[config.mk]
export PLATFORM = sky130hd
export DESIGN_NAME = wb_master
export DESIGN_NICKNAME = d
export VERILOG_FILES = /design/src/rtl/wb_master.sv
export SDC_FILE = /design/constraint.sdc
export NUM_CORES = 1
export LEC_CHECK = 0
export CORE_UTILIZATION = 45
export CTS_BUF_LIST = sky130_fd_sc_hd__clkbuf_4
export DETAILED_ROUTE_END_ITERATION = 12
export GPL_TIMING_DRIVEN = 0
export HOLD_SLACK_MARGIN = 0.1
export PLACE_DENSITY_LB_ADDON = 0.25
export REMOVE_ABC_BUFFERS = 1
export SYNTH_ARGS = -nofsm -noshare
export SYNTH_HDL_FRONTEND = slang
export SYNTH_SLANG_ARGS = --single-unit
[constraint.sdc]
create_clock -name clk_i -period 2.9 [get_ports clk_i]
set_input_delay 0.29 -clock clk_i [delete_from_list [all_inputs] [get_ports clk_i]]
set_output_delay 0.29 -clock clk_i [all_outputs]
set_load 0.05 [all_outputs]
[src/rtl/wb_master.sv]
// Single-outstanding Wishbone B4 pipelined master.
// Client request/response in; one bus cycle per request with timeout.
module wb_master #(
  parameter int unsigned TIMEOUT_CYCLES = 256
) (
  input  logic        clk_i,
  input  logic        rst_i,
  input  logic        req_i,
  input  logic        req_we_i,
  input  logic [31:0] req_addr_i,
  input  logic [31:0] req_wdata_i,
  input  logic [3:0]  req_sel_i,
  output logic        req_ready_o,
  output logic        resp_valid_o,
  output logic [31:0] resp_rdata_o,
  output logic        resp_err_o,
  output logic [31:0] wb_adr_o,
  output logic [31:0] wb_dat_o,
  input  logic [31:0] wb_dat_i,
  output logic        wb_we_o,
  output logic [3:0]  wb_sel_o,
  output logic        wb_stb_o,
  input  logic        wb_ack_i,
  output logic        wb_cyc_o,
  input  logic        wb_stall_i
);

  localparam logic [1:0] S_IDLE = 2'd0;
  localparam logic [1:0] S_REQ  = 2'd1;
  localparam logic [1:0] S_WAIT = 2'd2;

  localparam logic [15:0] CNT_LAST = 16'(TIMEOUT_CYCLES - 1);

  logic [1:0]  state_q, state_d;
  logic [15:0] cnt_q, cnt_d;
  logic [31:0] adr_q, adr_d;
  logic [31:0] dat_q, dat_d;
  logic        we_q, we_d;
  logic [3:0]  sel_q, sel_d;
  logic        rvalid_q, rvalid_d;
  logic [31:0] rdata_q, rdata_d;
  logic        err_q, err_d;

  logic busy;
  logic accept;
  logic ack_ok;
  logic tmo;

  assign busy   = (state_q == S_REQ) || (state_q == S_WAIT);
  assign accept = (state_q == S_IDLE) && req_i;
  // Ack only counts once the strobe has been taken by the slave.
  assign ack_ok = wb_ack_i &&
                  (((state_q == S_REQ) && !wb_stall_i) ||
                   (state_q == S_WAIT));
  assign tmo    = busy && (cnt_q == CNT_LAST);

  always_comb begin
    state_d  = state_q;
    cnt_d    = cnt_q;
    adr_d    = adr_q;
    dat_d    = dat_q;
    we_d     = we_q;
    sel_d    = sel_q;
    rvalid_d = 1'b0;
    rdata_d  = rdata_q;
    err_d    = err_q;
    if (accept) begin
      state_d = S_REQ;
      cnt_d   = '0;
      adr_d   = req_addr_i;
      dat_d   = req_wdata_i;
      we_d    = req_we_i;
      sel_d   = req_sel_i;
    end else if (ack_ok) begin
      // Ack beats a coincident timeout.
      state_d  = S_IDLE;
      rvalid_d = 1'b1;
      rdata_d  = we_q ? '0 : wb_dat_i;
      err_d    = 1'b0;
    end else if (tmo) begin
      state_d  = S_IDLE;
      rvalid_d = 1'b1;
      rdata_d  = '0;
      err_d    = 1'b1;
    end else if (busy) begin
      cnt_d = cnt_q + 16'd1;
      if ((state_q == S_REQ) && !wb_stall_i) begin
        state_d = S_WAIT;
      end
    end else begin
      state_d = S_IDLE;
    end
  end

  always_ff @(posedge clk_i) begin
    if (rst_i) begin
      state_q  <= S_IDLE;
      cnt_q    <= '0;
      adr_q    <= '0;
      dat_q    <= '0;
      we_q     <= 1'b0;
      sel_q    <= '0;
      rvalid_q <= 1'b0;
      rdata_q  <= '0;
      err_q    <= 1'b0;
    end else begin
      state_q  <= state_d;
      cnt_q    <= cnt_d;
      adr_q    <= adr_d;
      dat_q    <= dat_d;
      we_q     <= we_d;
      sel_q    <= sel_d;
      rvalid_q <= rvalid_d;
      rdata_q  <= rdata_d;
      err_q    <= err_d;
    end
  end

  assign req_ready_o  = (state_q == S_IDLE);
  assign wb_cyc_o     = busy;
  assign wb_stb_o     = (state_q == S_REQ);
  assign wb_adr_o     = adr_q;
  assign wb_dat_o     = dat_q;
  assign wb_we_o      = we_q;
  assign wb_sel_o     = sel_q;
  assign resp_valid_o = rvalid_q;
  assign resp_rdata_o = rdata_q;
  assign resp_err_o   = err_q;

endmodule

==> results of run 1 <==
-- cells in the mapped netlist, types with 4 or more instances --
cell type and count:
nand2_1 145, dfxtp_1 121, a21oi_1 81, a22o_1 32
clkbuf_1 28, nor2_1 12, o21ai_0 11, or3_1 10
nand4_1 8, nand3_1 6, xor2_1 5, buf_2 4
ha_1 4
-- per-stage QoR --
stage / setup slack, ns / power [mW] / cells / util / area, sq um
after floorplan: -1.041 / 2.160 / 453 / - / 4143
after global placement: -2.417 / 2.485 / 775 / 0.6952 / 6394
after detailed placement: 0.1609 / 2.509 / 780 / 0.7059 / 6491
after CTS: 0.2262 / 3.589 / 812 / 0.7337 / 6748
after global routing: 0.02143 / 3.716 / 812 / 0.7337 / 6748
final: 0.2593 / 3.546 / 812 / 0.7337 / 6748
-- placed cells by master, fill, tap and decap left out, drive strengths merged, types with 9 or more instances in the layout --
master         count
dfxtp            121
o21ai             12
nand4              9
clkdlybuf4s50    210
clkbuf            17
clkinv             9
nor2              12
a21oi             81
or3               10
nand2            145
a22o              32
-- power breakdown --
group	internal, mW	switching (mW)	total [mW]	leakage (nW)
registers	1.73	0.0340	1.76	0.987
clock network	0.425	0.651	1.08	0.136
logic	0.290	0.418	0.708	1.36
total	2.44	1.10	3.55	2.48
-- routing by layer --
layer / GRT usage / vias up / routed length, um
li1: - / 2062 / -
met5: 0 / - / 0
met4: 0.09842 / 0 / 220
met3: 0.1012 / 23 / 1195
met2: 0.4482 / 185 / 6228
met1: 0.2598 / 1965 / 4545
-- final timing paths --
kind	start	to	slack, ns	depth (start not counted)
worst max-delay path	state_q[0]$_SDFFE_PP0P_	resp_rdata_o[16]$_SDFFE_PP0P_	0.26	7
worst min-delay path	rst_i	wb_dat_o[15]$_SDFFE_PP0P_	0.26	2
worst max register to register	state_q[0]$_SDFFE_PP0P_	resp_rdata_o[16]$_SDFFE_PP0P_	0.26	7
worst min register to register	wb_adr_o[6]$_SDFFE_PP0P_	wb_adr_o[6]$_SDFFE_PP0P_	0.46	2
-- worst register-to-register path: stages, from the launching register on --
cell	delay [ns]
dfxtp_1	0.35
inv_1	0.07
ha_1	0.24
nand2_2	0.36
nand2b_1	0.48
nor3_4	0.69
buf_8	0.24
a22o_1	0.16
-- layout make-up --
type	count	area (sq um)
fill	685	2449
timing repair buffer	216	2197
multi-input combinational	330	1725
clock inverter	15	128.9
tap	111	138.9
sequential	121	2422
inverter	2	7.507
clock buffer	17	127.6
-- flip-flops by register name (all words and copies together), names as in the netlist --
signal,count
cnt_q,16
resp_err_o,1
resp_rdata_o,32
resp_valid_o,1
state_q,2
wb_adr_o,32
wb_dat_o,32
wb_sel_o,4
wb_we_o,1
-- logic make-up after synthesis --
family | Yosys count | synth area share
and+or+nand+nor | 195 | 0.2002
AOI/OAI and AO/OA | 126 | 0.1791
DFF | 121 | 0.5676
buffers and inverters | 34 | 0.03108
xor gates and xnor gates | 5 | 0.01026
adders and majority gates | 4 | 0.01173
==> results_dict.tcl, run 1 <==
set metrics [dict create \
    initial_core_util 0.4641 \
    synth_edf_count 0 \
    drive_above_1_share 0.06419 \
    ys_ff_latch 121 \
    clock_sinks 121 \
    synth_top_area_share 0.5676 \
    syn_area_per_cell_sq_um 8.800 \
    numCtsBuffers 17 \
    postCtsSetupBuffers 0 \
    grt_pass1_vias 4179 \
    worstPathMaxFanout 20 \
    drc 0 \
    drtAntennaViolNets 0 \
    hold_violations 0 \
    period_share 0.9106 \
    finClkSkew_ns 0.01518 \
    core.rowCount 35 \
    die_w_um 99.39 \
    finalCriticalPeriod_ns 2.641 \
    tns_ns 0 \
    vias_per_cell 5.216 \
    cts_max_level 4 \
    hold_ws_ns 0.2625 \
    insertion_delay_ns 0.49 \
    tritoncts "done" \
    cp_num_buf_inv 2 \
    finish.net_count 798 \
    die_height_um 99.39 \
    netlist.top_cell.by_area "dfxtp_1" \
    area_delta_synth_final_pct 58.11 \
    power.leakage_nw 2.479 \
    path_cells "inv_1, ha_1, nand2_2, nand2b_1, nor3_4, buf_8, a22o_1" \
    cap_violations 0 \
    io_pins 212 \
    cpLargestDelayFamily "simple AND/OR/NAND/NOR gates" \
    synth_area_leaders "dfxtp_1 57%, nand2_1 13%, a21oi_1 9.5%" \
    antenna_found_initial 0 \
    cp.required_ns 3.33 \
    synthesis.area_sq_mm 0.004268 \
    num_antenna_cells 0 \
    numPortBuffers 211 \
    ys.flop_type "dfxtp_1" \
    first_pass_iters 5 \
    p_per_area_mw_per_mm2 525.5 \
    netlist_instances 485 \
    status "complete, no violations" \
    ys_types 28 \
    drt_iter0_markers 132 \
    critPathSlowestCell "nor3_4" \
    worstSetupPathType "reg2reg" \
    clockRootBuffer "clkbuf_4" \
    routed_wl_um 12190 \
    cpPeakStageDelay_ns 0.69 \
    ys_warn_count 0 \
    grt_usage 0.2498 \
    cts_hold_buf 0 \
    grt_max_degree 53 \
    grt_remaining_overflow 0 \
    start_kind "register" \
    worstPathArrival_ns 3.07 \
    relSlewSlack 0.5367 \
    setup_viol 0 \
    hpwl_um 8790 \
    peakVddDrop_uv 315.6 \
    wire_per_inst_um 15.01 \
    grt_pass1_wl_um 19530 \
    dieArea_sq_mm 0.009877 \
    clock.fmax_mhz 378.7 \
    tightestPinTransition_ns 0.6949 \
    finalMaxSlewViolations 0 \
    rsz0062_at_grt "false" \
    dr_total_vias 4235 \
    ctsResizeCount 0 \
    fp.coreArea_sq_mm 0.009196 \
    async_flop_share 0 \
    clk_pin_slew_ns 0.12 \
    cts_buffer_depth 2 \
    routabilityCongestion 0.8018 \
    cp-end-kind "register" \
    hold_class "in2reg" \
    yosysSeqAreaShare 0.5676 \
]
Note: power is estimated with default switching activity, not from simulation.
==> inputs of run 2 (changes only) <==
--- a/config.mk
+++ b/config.mk
@@ -5,6 +5,7 @@
 export SDC_FILE = /design/constraint.sdc
 export NUM_CORES = 1
 export LEC_CHECK = 0
+export ABC_AREA = 1
 export CORE_UTILIZATION = 45
 export CTS_BUF_LIST = sky130_fd_sc_hd__clkbuf_4
 export DETAILED_ROUTE_END_ITERATION = 12
==> results_dict.tcl, run 2 <==
set metrics [dict create \
    status "complete, no violations" \
    finalCriticalPeriod_ns 2.544 \
    clk_pin_slew_ns 0.11 \
    dp_slack_ns -0.2220 \
    cp.required_ns 3.34 \
    p_per_area_mw_per_mm2 508.1 \
    ys_ff_latch 121 \
    grt_pass1_wl_um 22010 \
    finalNonFillerCells 959 \
    dieArea_sq_mm 0.01093 \
    cap_violations 0 \
    die_height_um 104.5 \
    cp-end-kind "register" \
    tns_ns 0 \
    place_area_sq_mm 0.006833 \
    cts_buffer_depth 2 \
    nFillCells 890 \
    finClkSkew_ns 0.01750 \
    first_pass_iters 5 \
    peakVddDrop_uv 400.6 \
    synth_common_cells "159 x nor2_1, 121 x dfxtp_1, 93 x nand2_1" \
    area_delta_synth_final_pct 48.88 \
    fin_total_pwr_mw 3.578 \
    initial_core_util 0.4603 \
    final_cell_mix "211 x clkdlybuf4s50_1, 159 x nor2_1, 121 x dfxtp_1, 92 x nand2_1, 71 x o21ai_0" \
    layout_setup_ws_ns 0.3565 \
    numCtsBuffers 17 \
    synth_edf_count 0 \
    relSlewSlack 0.07458 \
    tritoncts "done" \
    dr_total_vias 4864 \
    grt_max_degree 106 \
    final_common_cell "clkdlybuf4s50_1" \
    synth_top_area_share 0.5120 \
    design_area_sq_mm 0.007043 \
    multiInputGateArea_sq_mm 0.002073 \
    core.rowCount 37 \
    insertion_delay_ns 0.50 \
    synthesis.area_sq_mm 0.004731 \
    yosysSeqAreaShare 0.5120 \
    ys.flop_type "dfxtp_1" \
    drt_iter0_markers 316 \
    hold_class "in2reg" \
    postCtsSetupBuffers 0 \
    worstPathMaxFanout 70 \
    synth_area_leaders "dfxtp_1 51%, nor2_1 13%, o21ai_0 7.5%" \
    netlist.top_cell.by_area "dfxtp_1" \
    clockRootBuffer "clkbuf_4" \
    vias_per_cell 5.072 \
    netlist_instances 623 \
    clock_sinks 121 \
    setup_viol 0 \
    clock.fmax_mhz 393.2 \
    hold_violations 0 \
    fp.coreArea_sq_mm 0.01028 \
    seq_area_sq_mm 0.002422 \
    grt_remaining_overflow 0 \
    syn_area_per_cell_sq_um 7.594 \
    ys_types 24 \
    wire_per_inst_um 14.46 \
    numPortBuffers 211 \
    rsz0062_at_grt "false" \
    start_kind "input port" \
    power.leakage_nw 2.586 \
    ys_warn_count 0 \
    grt_pass1_vias 4585 \
    worstSetupPathType "in2reg" \
    routed_wl_um 13870 \
    drive_above_1_share 0.04496 \
    io_pins 212 \
    cts_max_level 4 \
    drtAntennaViolNets 0 \
    drc 0 \
    finish.net_count 921 \
    routabilityCongestion 0.8854 \
    async_flop_share 0 \
    yosysMostFrequentCell "nor2_1" \
    tightestPinTransition_ns 1.384 \
    antenna_found_initial 0 \
    die_w_um 104.5 \
    worstPathArrival_ns 2.98 \
    num_antenna_cells 0 \
    period_share 0.8771 \
    dp_cells 928 \
    grt_usage 0.2544 \
    finalMaxSlewViolations 0 \
    hpwl_um 9576 \
]
==> run 2: changes by cell type in the layout (fill, tap and decap cells not counted), sizes merged, moves of 6 or more <==
cell | previous run | this run
a22o | 32 | 0
buf | 6 | 0
nor2 | 12 | 159
xnor2 | 0 | 6
a21oi | 81 | 52
nand4 | 9 | 37
o21ai | 12 | 71
or3 | 10 | 0
inv | 4 | 17
nand2 | 145 | 95
==> run 2: where the power goes <==
part / switching (mW) / internal (mW)
logic: 0.551 / 0.329
registers: 0.0458 / 1.75
clock network: 0.585 / 0.319
total: 1.18 / 2.40
==> run 2: worst paths after layout <==
kind | from | to | slack, ns | depth (start not counted)
max | rst_i | wb_dat_o[10]$_SDFFE_PP0P_ | 0.36 | 4
min | wb_dat_i[26] | resp_rdata_o[26]$_SDFFE_PP0P_ | 0.38 | 3
max reg2reg | state_q[0]$_SDFFE_PP0P_ | state_q[1]$_SDFFE_PP0N_ | 0.44 | 7
min reg2reg | resp_rdata_o[3]$_SDFFE_PP0P_ | resp_rdata_o[3]$_SDFFE_PP0P_ | 0.46 | 2
==> run 2: logic make-up (layout without fill, tap and decap cells) <==
group / Yosys count / count (layout) / share of synthesized area
xor+xnor: 11 / 11 / 0.02036
compound gates: 124 / 124 / 0.1325
simple gates: 304 / 304 / 0.2714
fa+ha+maj: 4 / 4 / 0.01058
flops: 121 / 121 / 0.5120
buf+inv: 59 / 259 / 0.05316
==> run 2: cell type report <==
| type | instances | area share |
|---|---|---|
| clock buffer | 18 | 0.01919 |
| clock inverter | 13 | 0.009060 |
| inverter | 17 | 0.009416 |
| multi-input combinational | 443 | 0.2944 |
| sequential | 121 | 0.3439 |
| tap | 136 | 0.02416 |
| timing repair buffer | 211 | 0.2999 |
==> run 2: per-stage QoR <==
stage                     hold WS (ns)    util
after CTS                       0.3305  0.6844
final                           0.3770  0.6853
after detailed placement        0.4514  0.6648
after floorplan                 0.3591       -
after global routing            0.3516  0.6853
after global placement          0.4420  0.6641
==> run 2: repair_timing <==
action | in CTS | in global routing
hold buffers | 0 | 0
endpoints found under the hold margin | 0 | 0
endpoints found under the setup margin | 17 | 16
gates cloned | 0 | 0
resized for setup | 1 | 1
==> run 2: critical path: stages <==
cell and delay, ns:
clkdlybuf4s50_1 1.12, inv_2 1.10, o21ai_0 0.28, nor2_1 0.14
==> run 2: per-layer routing <==
layer	global-route usage	routed length [um]	vias up
met3	0.1098	1111	24
li1	-	-	2424
met1	0.2714	5457	2261
met2	0.4428	6976	155
met5	0	0	-
met4	0.09490	323	0
==> inputs of run 3 (changes only) <==
--- a/config.mk
+++ b/config.mk
@@ -6,6 +6,7 @@
 export NUM_CORES = 1
 export LEC_CHECK = 0
 export ABC_AREA = 1
+export CORE_MARGIN = 5
 export CORE_UTILIZATION = 45
 export CTS_BUF_LIST = sky130_fd_sc_hd__clkbuf_4
 export DETAILED_ROUTE_END_ITERATION = 12
==> results_dict.tcl, run 3 (synthesized netlist as in run 2, its figures left out) <==
set metrics [dict create \
    nFillCells 828 \
    cp.required_ns 3.28 \
    worstSetupPathType "reg2reg" \
    routed_wl_um 14600 \
    postCtsSetupBuffers 0 \
    cell_internal_pwr_mw 2.518 \
    period_share 0.8918 \
    pwr-share-comb 0.241 \
    p_switching_mw 1.167 \
    num_antenna_cells 0 \
    hold_violations 0 \
    routabilityCongestion 0.8427 \
    power.leakage_nw 2.621 \
    drc 0 \
    cts_max_level 4 \
    cts_buffer_depth 2 \
    multiInputGateArea_sq_mm 0.002064 \
    dp_cells 930 \
    peakVddDrop_uv 362.5 \
    p_per_area_mw_per_mm2 519.4 \
    seq_area_sq_mm 0.002422 \
    status "complete, no violations" \
    grt_pass1_wl_um 23130 \
    grt_pass1_vias 4674 \
    p_seq_frac 0.487 \
    antenna_found_initial 0 \
    finalNonFillerCells 958 \
    core.rowCount 37 \
    setup_viol 0 \
    final_cell_mix "211 x clkdlybuf4s50_1, 159 x nor2_1, 121 x dfxtp_1, 92 x nand2_1, 71 x o21ai_0" \
    vias_per_cell 5.061 \
    clk_pin_slew_ns 0.10 \
    drtAntennaViolNets 0 \
    fin_util 0.6903 \
    finish.net_count 923 \
    grt_remaining_overflow 0 \
    drive_above_1_share 0.04623 \
    start_kind "register" \
    cpLargestDelayFamily "buffers and inverters" \
    hold_ws_ns 0.3639 \
    drt_iter0_markers 320 \
    grt_usage 0.2287 \
    finalCriticalPeriod_ns 2.586 \
    cp_num_buf_inv 4 \
    io_pins 212 \
    cts_hold_buf 0 \
    hold_class "in2reg" \
    critPathSlowestCell "inv_2" \
    area_delta_synth_final_pct 49.96 \
    worstPathArrival_ns 2.97 \
    first_pass_iters 4 \
    tritoncts "done" \
    numPortBuffers 211 \
    finClkSkew_ns 0.01694 \
    hpwl_um 10350 \
    clockPowerShare 0.272 \
    die_height_um 112.5 \
    cpPeakStageDelay_ns 0.91 \
    path_cells "inv_1, ha_1, nand2_4, buf_16, inv_2, nor2_1, inv_2, a211oi_1" \
    cp-end-kind "register" \
    dr_total_vias 4848 \
    finalMaxSlewViolations 0 \
    insertion_delay_ns 0.51 \
    worstPathMaxFanout 104 \
    clock_sinks 121 \
    grt_max_degree 105 \
    cap_violations 0 \
    path_common_cell "inv_2" \
    die_w_um 112.5 \
    clockRootBuffer "clkbuf_4" \
    rsz0062_at_grt "false" \
    ctsResizeCount 0 \
    switching_share 0.3167 \
    clock.fmax_mhz 386.6 \
    relSlewSlack 0.1076 \
    tightestPinTransition_ns 1.334 \
    final_common_cell "clkdlybuf4s50_1" \
    tns_ns 0 \
    fp.coreArea_sq_mm 0.01028 \
    initial_core_util 0.4603 \
    wire_per_inst_um 15.24 \
    numCtsBuffers 17 \
    dieArea_sq_mm 0.01266 \
]
## run 3: worst paths after layout
path                                       end                    start  slack, ns  depth (start not counted)
setup / recovery       state_q[1]$_SDFFE_PP0N_  state_q[1]$_SDFFE_PP0N_       0.31                          8
hold / removal    resp_rdata_o[1]$_SDFFE_PP0P_              wb_dat_i[1]       0.36                          3
setup reg to reg       state_q[1]$_SDFFE_PP0N_  state_q[1]$_SDFFE_PP0N_       0.31                          8
hold reg to reg        resp_err_o$_SDFFE_PP0P_  resp_err_o$_SDFFE_PP0P_       0.47                          2
## run 3: worst min-delay path, cell delays in order
cell and delay, ns:
clkdlybuf4s50_1 0.39, nand4_1 0.09, a21oi_1 0.06
## run 3: final cells by class
class	instances	share of cell area
multi-input cells	443	0.2910
inverters	17	0.008995
clock inverters	7	0.007937
clock buffers	21	0.02222
well taps	136	0.02399
repair buffers	213	0.3044
flip-flops and latches	121	0.3414
## run 3: power groups by stage
| stage | registers [mW] | clock network, mW | logic (mW) |
|---|---|---|---|
| 2_1_floorplan | 2.13 | 0 | 0.192 |
| 3_3_place_gp | 1.83 | 0 | 0.874 |
| 3_5_place_dp | 1.83 | 0 | 0.890 |
| 4_1_cts | 1.79 | 1.03 | 0.894 |
| 5_1_grt | 1.81 | 1.11 | 0.943 |
| 6_report | 1.79 | 1.00 | 0.889 |
## run 3: per-layer routing
layer,global-route usage,wire length [um],vias up
met3,0.1364,1578,30
met5,0,0,-
li1,-,-,2425
met2,0.3782,7122,175
met1,0.2330,5460,2218
met4,0.1010,439,0
## run 3: stage by stage
step | power (mW) | setup WS [ns] | cell area, sq um
after floorplan | 2.320 | -0.8378 | 4543
after global placement | 2.701 | -2.316 | 6825
after detailed placement | 2.723 | 0.1657 | 6880
after CTS | 3.718 | 0.3188 | 7094
after global routing | 3.860 | 0.01450 | 7094
final | 3.685 | 0.3137 | 7094
